==> src/rtl/nco_spi_pkg.sv <==
// Shared constants and FSM state type for the NCO tuning-word SPI register file.
package nco_spi_pkg;

   localparam int unsigned CMD_RW_BIT     = 7;
   localparam logic [6:0]  BROADCAST_ADDR = 7'h7F;
   localparam int unsigned CMD_BITS       = 8;

   typedef enum logic [1:0] {
      IDLE,
      CMD,
      DATA,
      DONE
   } state_t;

endpackage

==> src/rtl/nco_spi_regfile_if.sv <==
// SPI pin bundle between an external master and the tuning-word register file.
interface nco_spi_regfile_if;
   logic i_SCLK;
   logic i_CS;
   logic i_MOSI;
   logic o_MISO;

   modport master (output i_SCLK, output i_CS, output i_MOSI, input o_MISO);
   modport slave  (input i_SCLK, input i_CS, input i_MOSI, output o_MISO);
endinterface

==> src/rtl/spi_sync_edge.sv <==
// Two-flop synchroniser for one asynchronous pin, with one-cycle rise/fall pulses.
module spi_sync_edge #(
   parameter bit RESET_VAL = 1'b0
) (
   input  logic i_clock,
   input  logic i_reset,
   input  logic i_async,
   output logic o_level,
   output logic o_rise,
   output logic o_fall
);

   logic r_meta;
   logic r_sync;
   logic r_prev;

   always_ff @(posedge i_clock or posedge i_reset) begin
      if (i_reset) begin
         r_meta <= RESET_VAL;
         r_sync <= RESET_VAL;
         r_prev <= RESET_VAL;
      end else begin
         r_meta <= i_async;
         r_sync <= r_meta;
         r_prev <= r_sync;
      end
   end

   assign o_level = r_sync;
   assign o_rise  = r_sync & ~r_prev;
   assign o_fall  = ~r_sync & r_prev;

endmodule

==> src/rtl/nco_spi_regfile.sv <==
// SPI slave holding NUM_CHANNELS double-buffered NCO tuning words; writes commit on CS rise
// only after a correctly sized frame.
module nco_spi_regfile
   import nco_spi_pkg::*;
#(
   parameter int unsigned NUM_CHANNELS = 4,
   parameter int unsigned DATA_WIDTH   = 32
) (
   input  logic                               i_clock,
   input  logic                               i_reset,
   nco_spi_regfile_if.slave                   io_spi,
   output logic [NUM_CHANNELS*DATA_WIDTH-1:0] o_tuning_words,
   output logic [NUM_CHANNELS-1:0]            o_update,
   output logic                               o_frame_error
);

   localparam int unsigned FRAME_BITS = CMD_BITS + DATA_WIDTH;
   localparam int unsigned CNT_W      = $clog2(FRAME_BITS + 1);
   localparam logic [CNT_W-1:0] LAST_CMD_BIT = CNT_W'(CMD_BITS - 1);
   localparam logic [CNT_W-1:0] LAST_BIT     = CNT_W'(FRAME_BITS - 1);

   logic w_sclk_rise, w_sclk_fall, w_cs_rise, w_cs_fall, w_mosi;
   logic w_unused_sclk_level, w_unused_cs_level, w_unused_mosi_rise, w_unused_mosi_fall;
   logic [CMD_BITS-1:0] w_cmd_next;
   logic                w_addr_valid;

   state_t                r_state;
   logic [CNT_W-1:0]      r_bit_cnt;
   logic [CMD_BITS-2:0]   r_cmd;
   logic [DATA_WIDTH-1:0] r_rx;
   logic [DATA_WIDTH-1:0] r_tx;
   logic                  r_is_read;
   logic [6:0]            r_addr;
   logic                  r_long;
   logic                  r_miso;
   logic [DATA_WIDTH-1:0] r_words [NUM_CHANNELS];
   logic [NUM_CHANNELS-1:0] r_update;
   logic                  r_frame_error;

   spi_sync_edge #(.RESET_VAL(1'b0)) u_sync_sclk (
      .i_clock (i_clock),
      .i_reset (i_reset),
      .i_async (io_spi.i_SCLK),
      .o_level (w_unused_sclk_level),
      .o_rise  (w_sclk_rise),
      .o_fall  (w_sclk_fall)
   );

   // CS resets high so an idle bus does not look like a frame start.
   spi_sync_edge #(.RESET_VAL(1'b1)) u_sync_cs (
      .i_clock (i_clock),
      .i_reset (i_reset),
      .i_async (io_spi.i_CS),
      .o_level (w_unused_cs_level),
      .o_rise  (w_cs_rise),
      .o_fall  (w_cs_fall)
   );

   spi_sync_edge #(.RESET_VAL(1'b0)) u_sync_mosi (
      .i_clock (i_clock),
      .i_reset (i_reset),
      .i_async (io_spi.i_MOSI),
      .o_level (w_mosi),
      .o_rise  (w_unused_mosi_rise),
      .o_fall  (w_unused_mosi_fall)
   );

   assign w_cmd_next   = {r_cmd, w_mosi};
   assign w_addr_valid = 32'(r_addr) < NUM_CHANNELS;

   always_ff @(posedge i_clock or posedge i_reset) begin
      if (i_reset) begin
         r_state       <= IDLE;
         r_bit_cnt     <= '0;
         r_cmd         <= '0;
         r_rx          <= '0;
         r_tx          <= '0;
         r_is_read     <= 1'b0;
         r_addr        <= '0;
         r_long        <= 1'b0;
         r_miso        <= 1'b0;
         r_update      <= '0;
         r_frame_error <= 1'b0;
         for (int i = 0; i < NUM_CHANNELS; i++) r_words[i] <= '0;
      end else begin
         r_update      <= '0;
         r_frame_error <= 1'b0;
         if (w_cs_fall) begin
            r_state   <= CMD;
            r_bit_cnt <= '0;
            r_cmd     <= '0;
            r_rx      <= '0;
            r_tx      <= '0;
            r_is_read <= 1'b0;
            r_addr    <= '0;
            r_long    <= 1'b0;
            r_miso    <= 1'b0;
         end else if (w_cs_rise) begin
            r_state <= IDLE;
            r_miso  <= 1'b0;
            case (r_state)
               CMD, DATA: r_frame_error <= 1'b1;
               DONE: begin
                  if (r_long || (r_is_read && r_addr == BROADCAST_ADDR)) begin
                     r_frame_error <= 1'b1;
                  end else if (!r_is_read) begin
                     if (r_addr == BROADCAST_ADDR) begin
                        for (int i = 0; i < NUM_CHANNELS; i++) r_words[i] <= r_rx;
                        r_update <= '1;
                     end else if (w_addr_valid) begin
                        for (int i = 0; i < NUM_CHANNELS; i++) begin
                           if (r_addr == 7'(i)) begin
                              r_words[i]  <= r_rx;
                              r_update[i] <= 1'b1;
                           end
                        end
                     end else begin
                        r_frame_error <= 1'b1;
                     end
                  end
               end
               default: ;
            endcase
         end else begin
            if (w_sclk_rise) begin
               case (r_state)
                  CMD: begin
                     r_cmd     <= w_cmd_next[CMD_BITS-2:0];
                     r_bit_cnt <= r_bit_cnt + 1'b1;
                     if (r_bit_cnt == LAST_CMD_BIT) begin
                        r_state   <= DATA;
                        r_is_read <= w_cmd_next[CMD_RW_BIT];
                        r_addr    <= w_cmd_next[6:0];
                        // Snapshot the word now so a concurrent commit cannot tear a read.
                        r_tx <= '0;
                        for (int i = 0; i < NUM_CHANNELS; i++) begin
                           if (w_cmd_next[6:0] == 7'(i)) r_tx <= r_words[i];
                        end
                     end
                  end
                  DATA: begin
                     r_rx      <= {r_rx[DATA_WIDTH-2:0], w_mosi};
                     r_bit_cnt <= r_bit_cnt + 1'b1;
                     if (r_bit_cnt == LAST_BIT) r_state <= DONE;
                  end
                  DONE: r_long <= 1'b1;
                  default: ;
               endcase
            end
            if (w_sclk_fall && r_state == DATA && r_is_read) begin
               r_miso <= r_tx[DATA_WIDTH-1];
               r_tx   <= {r_tx[DATA_WIDTH-2:0], 1'b0};
            end
         end
      end
   end

   for (genvar g = 0; g < NUM_CHANNELS; g++) begin : g_words
      assign o_tuning_words[g*DATA_WIDTH +: DATA_WIDTH] = r_words[g];
   end

   assign o_update      = r_update;
   assign o_frame_error = r_frame_error;
   assign io_spi.o_MISO = r_miso;

endmodule

==> src/flat_wrapper.sv <==
// flat-port wrapper written by rule: the top's interface ports become plain ports
module nco_spi_regfile_flat import nco_spi_pkg::*;
#(
   parameter int unsigned NUM_CHANNELS = 4,
   parameter int unsigned DATA_WIDTH   = 32
)
  (i_clock, i_reset, o_tuning_words, o_update, o_frame_error, io_spi_i_SCLK, io_spi_i_CS, io_spi_i_MOSI, io_spi_o_MISO);
  nco_spi_regfile_if io_spi_i ();
  input  logic i_clock;
  input  logic i_reset;
  output logic [NUM_CHANNELS*DATA_WIDTH-1:0] o_tuning_words;
  output logic [NUM_CHANNELS-1:0] o_update;
  output logic o_frame_error;
  input wire logic [$bits(io_spi_i.i_SCLK)-1:0] io_spi_i_SCLK;
  input wire logic [$bits(io_spi_i.i_CS)-1:0] io_spi_i_CS;
  input wire logic [$bits(io_spi_i.i_MOSI)-1:0] io_spi_i_MOSI;
  output wire logic [$bits(io_spi_i.o_MISO)-1:0] io_spi_o_MISO;
  assign io_spi_i.i_SCLK = io_spi_i_SCLK;
  assign io_spi_i.i_CS = io_spi_i_CS;
  assign io_spi_i.i_MOSI = io_spi_i_MOSI;
  assign io_spi_o_MISO = io_spi_i.o_MISO;
  nco_spi_regfile #(.NUM_CHANNELS(NUM_CHANNELS), .DATA_WIDTH(DATA_WIDTH)) u_core (.i_clock(i_clock), .i_reset(i_reset), .io_spi(io_spi_i), .o_tuning_words(o_tuning_words), .o_update(o_update), .o_frame_error(o_frame_error));
endmodule
==> config.mk <==
export PLATFORM = sky130hd
export DESIGN_NAME = nco_spi_regfile_flat
export DESIGN_NICKNAME = d
export VERILOG_FILES = /design/src/rtl/nco_spi_pkg.sv /design/src/rtl/nco_spi_regfile_if.sv /design/src/rtl/spi_sync_edge.sv /design/src/rtl/nco_spi_regfile.sv /design/src/flat_wrapper.sv
export SDC_FILE = /design/constraint.sdc
export NUM_CORES = 1
export LEC_CHECK = 0
export CAP_MARGIN = 5
export CORE_ASPECT_RATIO = 0.8
export CORE_MARGIN = 1
export CORE_UTILIZATION = 50
export DETAILED_ROUTE_END_ITERATION = 7
export MAX_ROUTING_LAYER = met4
export PLACE_DENSITY = 0.87
export SLEW_MARGIN = 20
export SYNTH_ARGS = -nofsm -noshare
export SYNTH_HDL_FRONTEND = slang
export SYNTH_SLANG_ARGS = --single-unit
==> constraint.sdc <==
create_clock -name i_clock -period 6.92 [get_ports i_clock]
set_clock_uncertainty 0.05 [all_clocks]
set_input_delay 1.038 -clock i_clock [delete_from_list [all_inputs] [get_ports i_clock]]
set_output_delay 1.038 -clock i_clock [all_outputs]
set_load 0.01 [all_outputs]
## After elaboration in Yosys (flattened, before gate mapping)

Index checks and enable logic that the tools add are counted.

- Bits in registers: 230
- Latch bits: 0
- RAM bits: 0
- Memory bits (read-only): 0
- Bits of input ports: 5
- Logic and storage cells: 155
- Memories kept: 0

- Add/subtract/negate cells: 1
- Multiply operators: 0
- Divide/modulo/power cells: 0
- Magnitude comparators: 1
- Equality and inequality tests: 15
- Shifts and indexed selects: 0
- Multiplexer cells: 69
- Bitwise gates (word level): 11
- Reductions and logical operators: 35

Operators by type and width:

| cell | count |
|---|---|
| 2-to-1 mux 32 bit | 18 |
| 2-to-1 mux 128 bit | 2 |
| 2-to-1 mux 7 bit | 9 |
| equality test 7 x 2 -> 1 bit (second input constant) | 4 |
| 2-to-1 mux 4 bit | 7 |
| AND reduction 7 bit | 4 |
| 2-to-1 mux 6 bit | 4 |
| 2-to-1 mux 1 bit | 22 |
| nonzero test 2 bit | 11 |
| nonzero test 3 bit | 5 |
| equality test 7 x 1 -> 1 bit (second input constant) | 2 |
| logical NOT 7 bit | 2 |
| AND reduction 3 bit | 4 |
| AND reduction 4 bit | 3 |
| 2-to-1 mux 2 bit | 5 |
| inequality test 4 x 3 -> 1 bit (second input constant) | 2 |
| equality test 7 bit (second input constant) | 1 |
| < comparator 7 x 3 -> 1 bit (second input constant) | 1 |
| inverter 1 bit | 7 |
| adder 6 x 1 -> 6 bit (second input constant) | 1 |
| equality test 6 x 3 -> 1 bit (second input constant) | 1 |
| equality test 6 bit (second input constant) | 1 |
| AND 1 bit | 4 |
| equality test 2 bit (second input constant) | 2 |
| other kinds (8) | 10 |

## Longest topological paths before layout

- Depth after elaboration: 11
- Depth in mapped cells: 9
- Depth with buffers taken out: 6

## Modules after synthesis

Synthesis repeated with hierarchy kept, for this count alone.

- Cells, all modules: 747
- Area, all modules: 9907.0 sq um

By module, submodules not included:

| module | times used | cells each | area each (sq um) | sequential area each (sq um) |
|---|---|---|---|---|
| nco_spi_regfile | 1 | 729 | 9621.7 | 5555.3 |
| spi_sync_edge at u_core.u_sync_mosi ... | 2 | 6 | 93.8 | 75.1 |
| spi_sync_edge at u_core.u_sync_cs | 1 | 6 | 97.6 | 78.8 |

## Worst setup path before layout

Ideal clock, no wire load.

- Path type: reg-to-reg
- Start: reg u_core.u_sync_cs.r_sync (netlist: u_core.u_sync_cs.o_level)
- End: reg u_core.r_words, in the netlist u_core.o_tuning_words[100]
- Library setup time: 0.125 ns
- Arrival time: 2.230 ns
- Data required time: 6.745 ns
- Setup slack: 4.515 ns
- Stages on the path, launching flop included: 10
- Path buffers: 3
- Period minus slack after synthesis: 2.405 ns
- Path through: dfstp_2 -> inv_1 -> ha_1 -> buf_6 -> nand2b_1 -> nor4b_4 -> o2111a_1 -> buf_6 -> buf_6 -> mux2_2

- Word-level cells in the longest chain between the ends: 4
- Elaborated cells between the ends (all ways): 5
- Those cells by class: 4 x bitwise; 1 x reduce/logical

Ends and longest elaborated chain:

| element | line | RTL |
|---|---|---|
| from (decl) | spi_sync_edge.sv:14 | `logic r_sync;` |
| from (signal assigned) | spi_sync_edge.sv:24 | `r_sync <= r_meta;` |
| inverter 1 bit | spi_sync_edge.sv:31 | `assign o_fall = ~r_sync & r_prev;` |
| AND 1 bit | spi_sync_edge.sv:31 |  |
| inverter 1 bit (no line) | - |  |
| AND reduction 7 bit (no line) * | - |  |
| to (signal, indexed assignment) | nco_spi_regfile.sv:113 | `r_words[i] <= r_rx;` |
| to (decl) | nco_spi_regfile.sv:36 | `logic [DATA_WIDTH-1:0] r_words [NUM_CHANNELS];` |

Mark *: on every way between the ends. The rest lies on a longest branch, timed or not.
A chain may end at the register's enable or synchronous reset.

## Worst setup path in the final report

- Start: reg u_core.u_sync_cs.r_sync (netlist: u_core.u_sync_cs.o_level)
- End: reg u_core.r_words, in the netlist u_core.o_tuning_words[126]

The elaborated chain is that of the path after synthesis.

==> qor.yml <==
run_status:
  status: "finished, final reports clean"
clock_tree:
  cts_buffers: 23
  clk_latency_ns: 0.53
  cts_hold_buf: 0
  cts_sinks: 230
  cts_resized: 0
  cts_root_buf: "clkbuf_16"
  postCtsSetupBuffers: 0
  clock_path_buffers: 3
  clkTransAtPathRegs_ns: 0.06
  cts_tree: "yes"
  htreeDepth: 1
route:
  drt_pass1_iterations: 7
  drc: 0
  ant_nets: 0
  drt_iter0_markers: 726
  num_vias: 6944
  avgViaCountPerCell: 6.11
  wl_per_cell_um: 21.6
  drt-total-wl_mm: 24.5
yosys:
  synth-main-ff-cell: "dfrtp_1"
  synth-seq-cells: 230
  synth-edff-count: 0
  syn_inst: 733
  syn_area_per_cell_sq_um: 13.8
  netlist_area_sq_mm: 0.0101
  ys_seq_area_share_pct: 57.0
  yosysWarnings: 0
  synth_cell_types: 50
  syn_nets: 745
  synthArstFlopShare_pct: 100
run:
  drv_cap: 0
die:
  rows: 46
  die_y_um: 129
  core_area_sq_mm: 0.0198
  initial_core_util_pct: 51.0
  chipWidth_um: 161
  ios: 139
  die_area_sq_mm: 0.0208
placed_design:
  post-place-ws_ns: 3.55
  hpwl_mm: 15.1
  port_buffers: 138
  place_congestion: 0.915
  placedInstanceArea_sq_mm: 0.0117
worst_setup_path:
  endpoint_kind: "flip-flop"
  critPathLaunchType: "flip-flop"
  cpLargestDelayFamily: "compound AO/OA/AOI/OAI gates"
  crit_path_start: "u_core.u_sync_cs.o_level"
  crit_arrival_ns: 3.63
  crit_path_max_fanout: 33
  r2r-start: "u_core.u_sync_cs.o_level"
  required_ns: 7.27
  path_class: "reg -> reg"
  path_buf_inv: 1
  crit_chain: "inv_1 -> ha_1 -> nand2b_1 -> nor4b_4 -> o2111a_2 -> mux2_2"
  cpMaxStageDelayCell: "o2111a_2"
  crit_path_max_incr_delay_ns: 1.00
global_route:
  grt_pass1_vias: 6908
  grt-ovfl-total: 0
  grt_pass1_wl_mm: 39.4
  grt_usage_pct: 24.9
  met3_usage_pct: 5.15
  met2_usage_pct: 37.5
  grt_use_met1_pct: 34.3
  antenna_found_initial: 0
  grt_start_max_net_pins: 188
  top_usage_layer: "met2"
timing:
  setup-tns-final_ns: 0
  timing.fmax_ghz: 0.305
  finalSetupViolCount: 0
  maxSlewHeadroom_pct: 33.1
  min_period_ns: 3.28
  setup_slack_ns: 3.64
  rsz0062_at_grt: "no"
  drv_slew: 0
  finalCritPeriodShare_pct: 47.4
  worst_slew_pin_slew_ns: 1.00
  finalHoldViolCount: 0
pwr:
  power.density_mw_per_mm2: 220
  max-vdd-ir-drop_uv: 165
  p_leak_nw: 5.74
finish:
  fillers: 1464
  drive_above_1_share_pct: 21.7
  diodes: 0
  fin_area_sq_mm: 0.0124
  fin_nets: 868
  area_growth_pct: 22.6
min_path:
  holdCritStartpoint: "u_core.u_sync_sclk.r_meta"
  hold_path_class: "reg -> reg"
## flip-flops by register name, summed over array words and instances, names as in the netlist, 2 cells and up
signal                 cells
u_core.r_bit_cnt           6
u_core.o_update            4
u_core.r_addr              7
u_core.r_cmd               7
u_core.o_tuning_words    128
u_core.r_tx               32
u_core.r_rx               32
u_core.r_state             2
## metrics by stage
stage	utilization (%)	instances	hold WS [ns]	power (mW)
detailed placement	59.0	1095	0.285	1.57
global route	62.6	1136	0.299	2.82
finish	62.6	1136	0.300	2.73
floorplan	-	733	0.281	1.52
global placement	58.9	1094	0.282	1.56
CTS	62.6	1136	0.298	2.75
## final timing paths
check,endpoint,slack (ns),cells after the start
max reg2reg,u_core.o_tuning_words[126],3.64,6
min reg2reg,u_core.u_sync_sclk.o_level,0.30,0
min in group asynchronous,u_core.o_tuning_words[61],1.05,2
max in group asynchronous,u_core.o_tuning_words[15],4.34,3
min,u_core.u_sync_sclk.o_level,0.30,0
max,u_core.o_tuning_words[126],3.64,6
## synthesized netlist by cell type (18+ instances only)
cell       count  area (sq um)
mux2_1        43           484
mux2_2        71           800
nand4_1       39           244
clkbuf_1      29           109
o2bb2ai_1     31           272
inv_1         20          75.1
mux4_2        32           721
dfrtp_1      227          5680
a22oi_1       32           240
nand2_1       69           259
o21ai_0       18          90.1
## layer usage
metal	vias up	routed length, um
li1	2980	-
met1	3594	10500
met2	319	11400
met3	51	2020
met4	0	685
met5	-	0
## where the power goes
group,leakage [nW],switching (mW),internal (mW)
registers,3.18,0.0233,1.36
clock network,0.364,0.535,0.649
logic,2.19,0.107,0.0519
## kinds of logic (layout without fill, tap and decap cells)
family | after synthesis | count (layout) | synth area share (%)
fa+ha+maj | 7 | 7 | 0.867
compound gates | 111 | 111 | 8.22
mux | 162 | 162 | 22.1
buf+inv | 73 | 212 | 3.84
flops | 230 | 230 | 57.0
simple gates | 150 | 150 | 7.94
## cells in the final DEF (no fill, tap or decap), types with 2 or more instances in the layout
cell,instances
clkinv_2,10
clkbuf_1,2
and3_1,2
o21ai_4,4
dfrtp_1,225
clkdlybuf4s50_1,138
mux2i_1,2
mux2_1,43
nor4_2,3
inv_1,19
clkinv_4,2
mux4_2,32
or4_1,2
mux2_4,14
nand4_1,39
nand2_1,69
nand2b_1,3
o21ai_0,18
mux2_2,71
a22oi_1,31
buf_4,9
a21oi_1,6
nor2_1,10
clkbuf_16,23
dfstp_2,3
a22o_1,7
and2_1,2
o2bb2ai_1,31
clkbuf_8,3
and3b_1,3
or3_1,2
ha_1,7
dfrtp_2,2
nand3_1,6
a32o_1,2
## cell type report
type / instances / area, sq um / area share, %
sequential: 230 / 5760 / 46.5
timing repair buffer: 149 / 1480 / 12.0
clock inverter: 13 / 87.6 / 0.707
multi-input combinational: 430 / 4010 / 32.4
tap: 264 / 330 / 2.67
clock buffer: 28 / 624 / 5.04
inverter: 22 / 86.3 / 0.697
(Power assumes the default switching activity.)
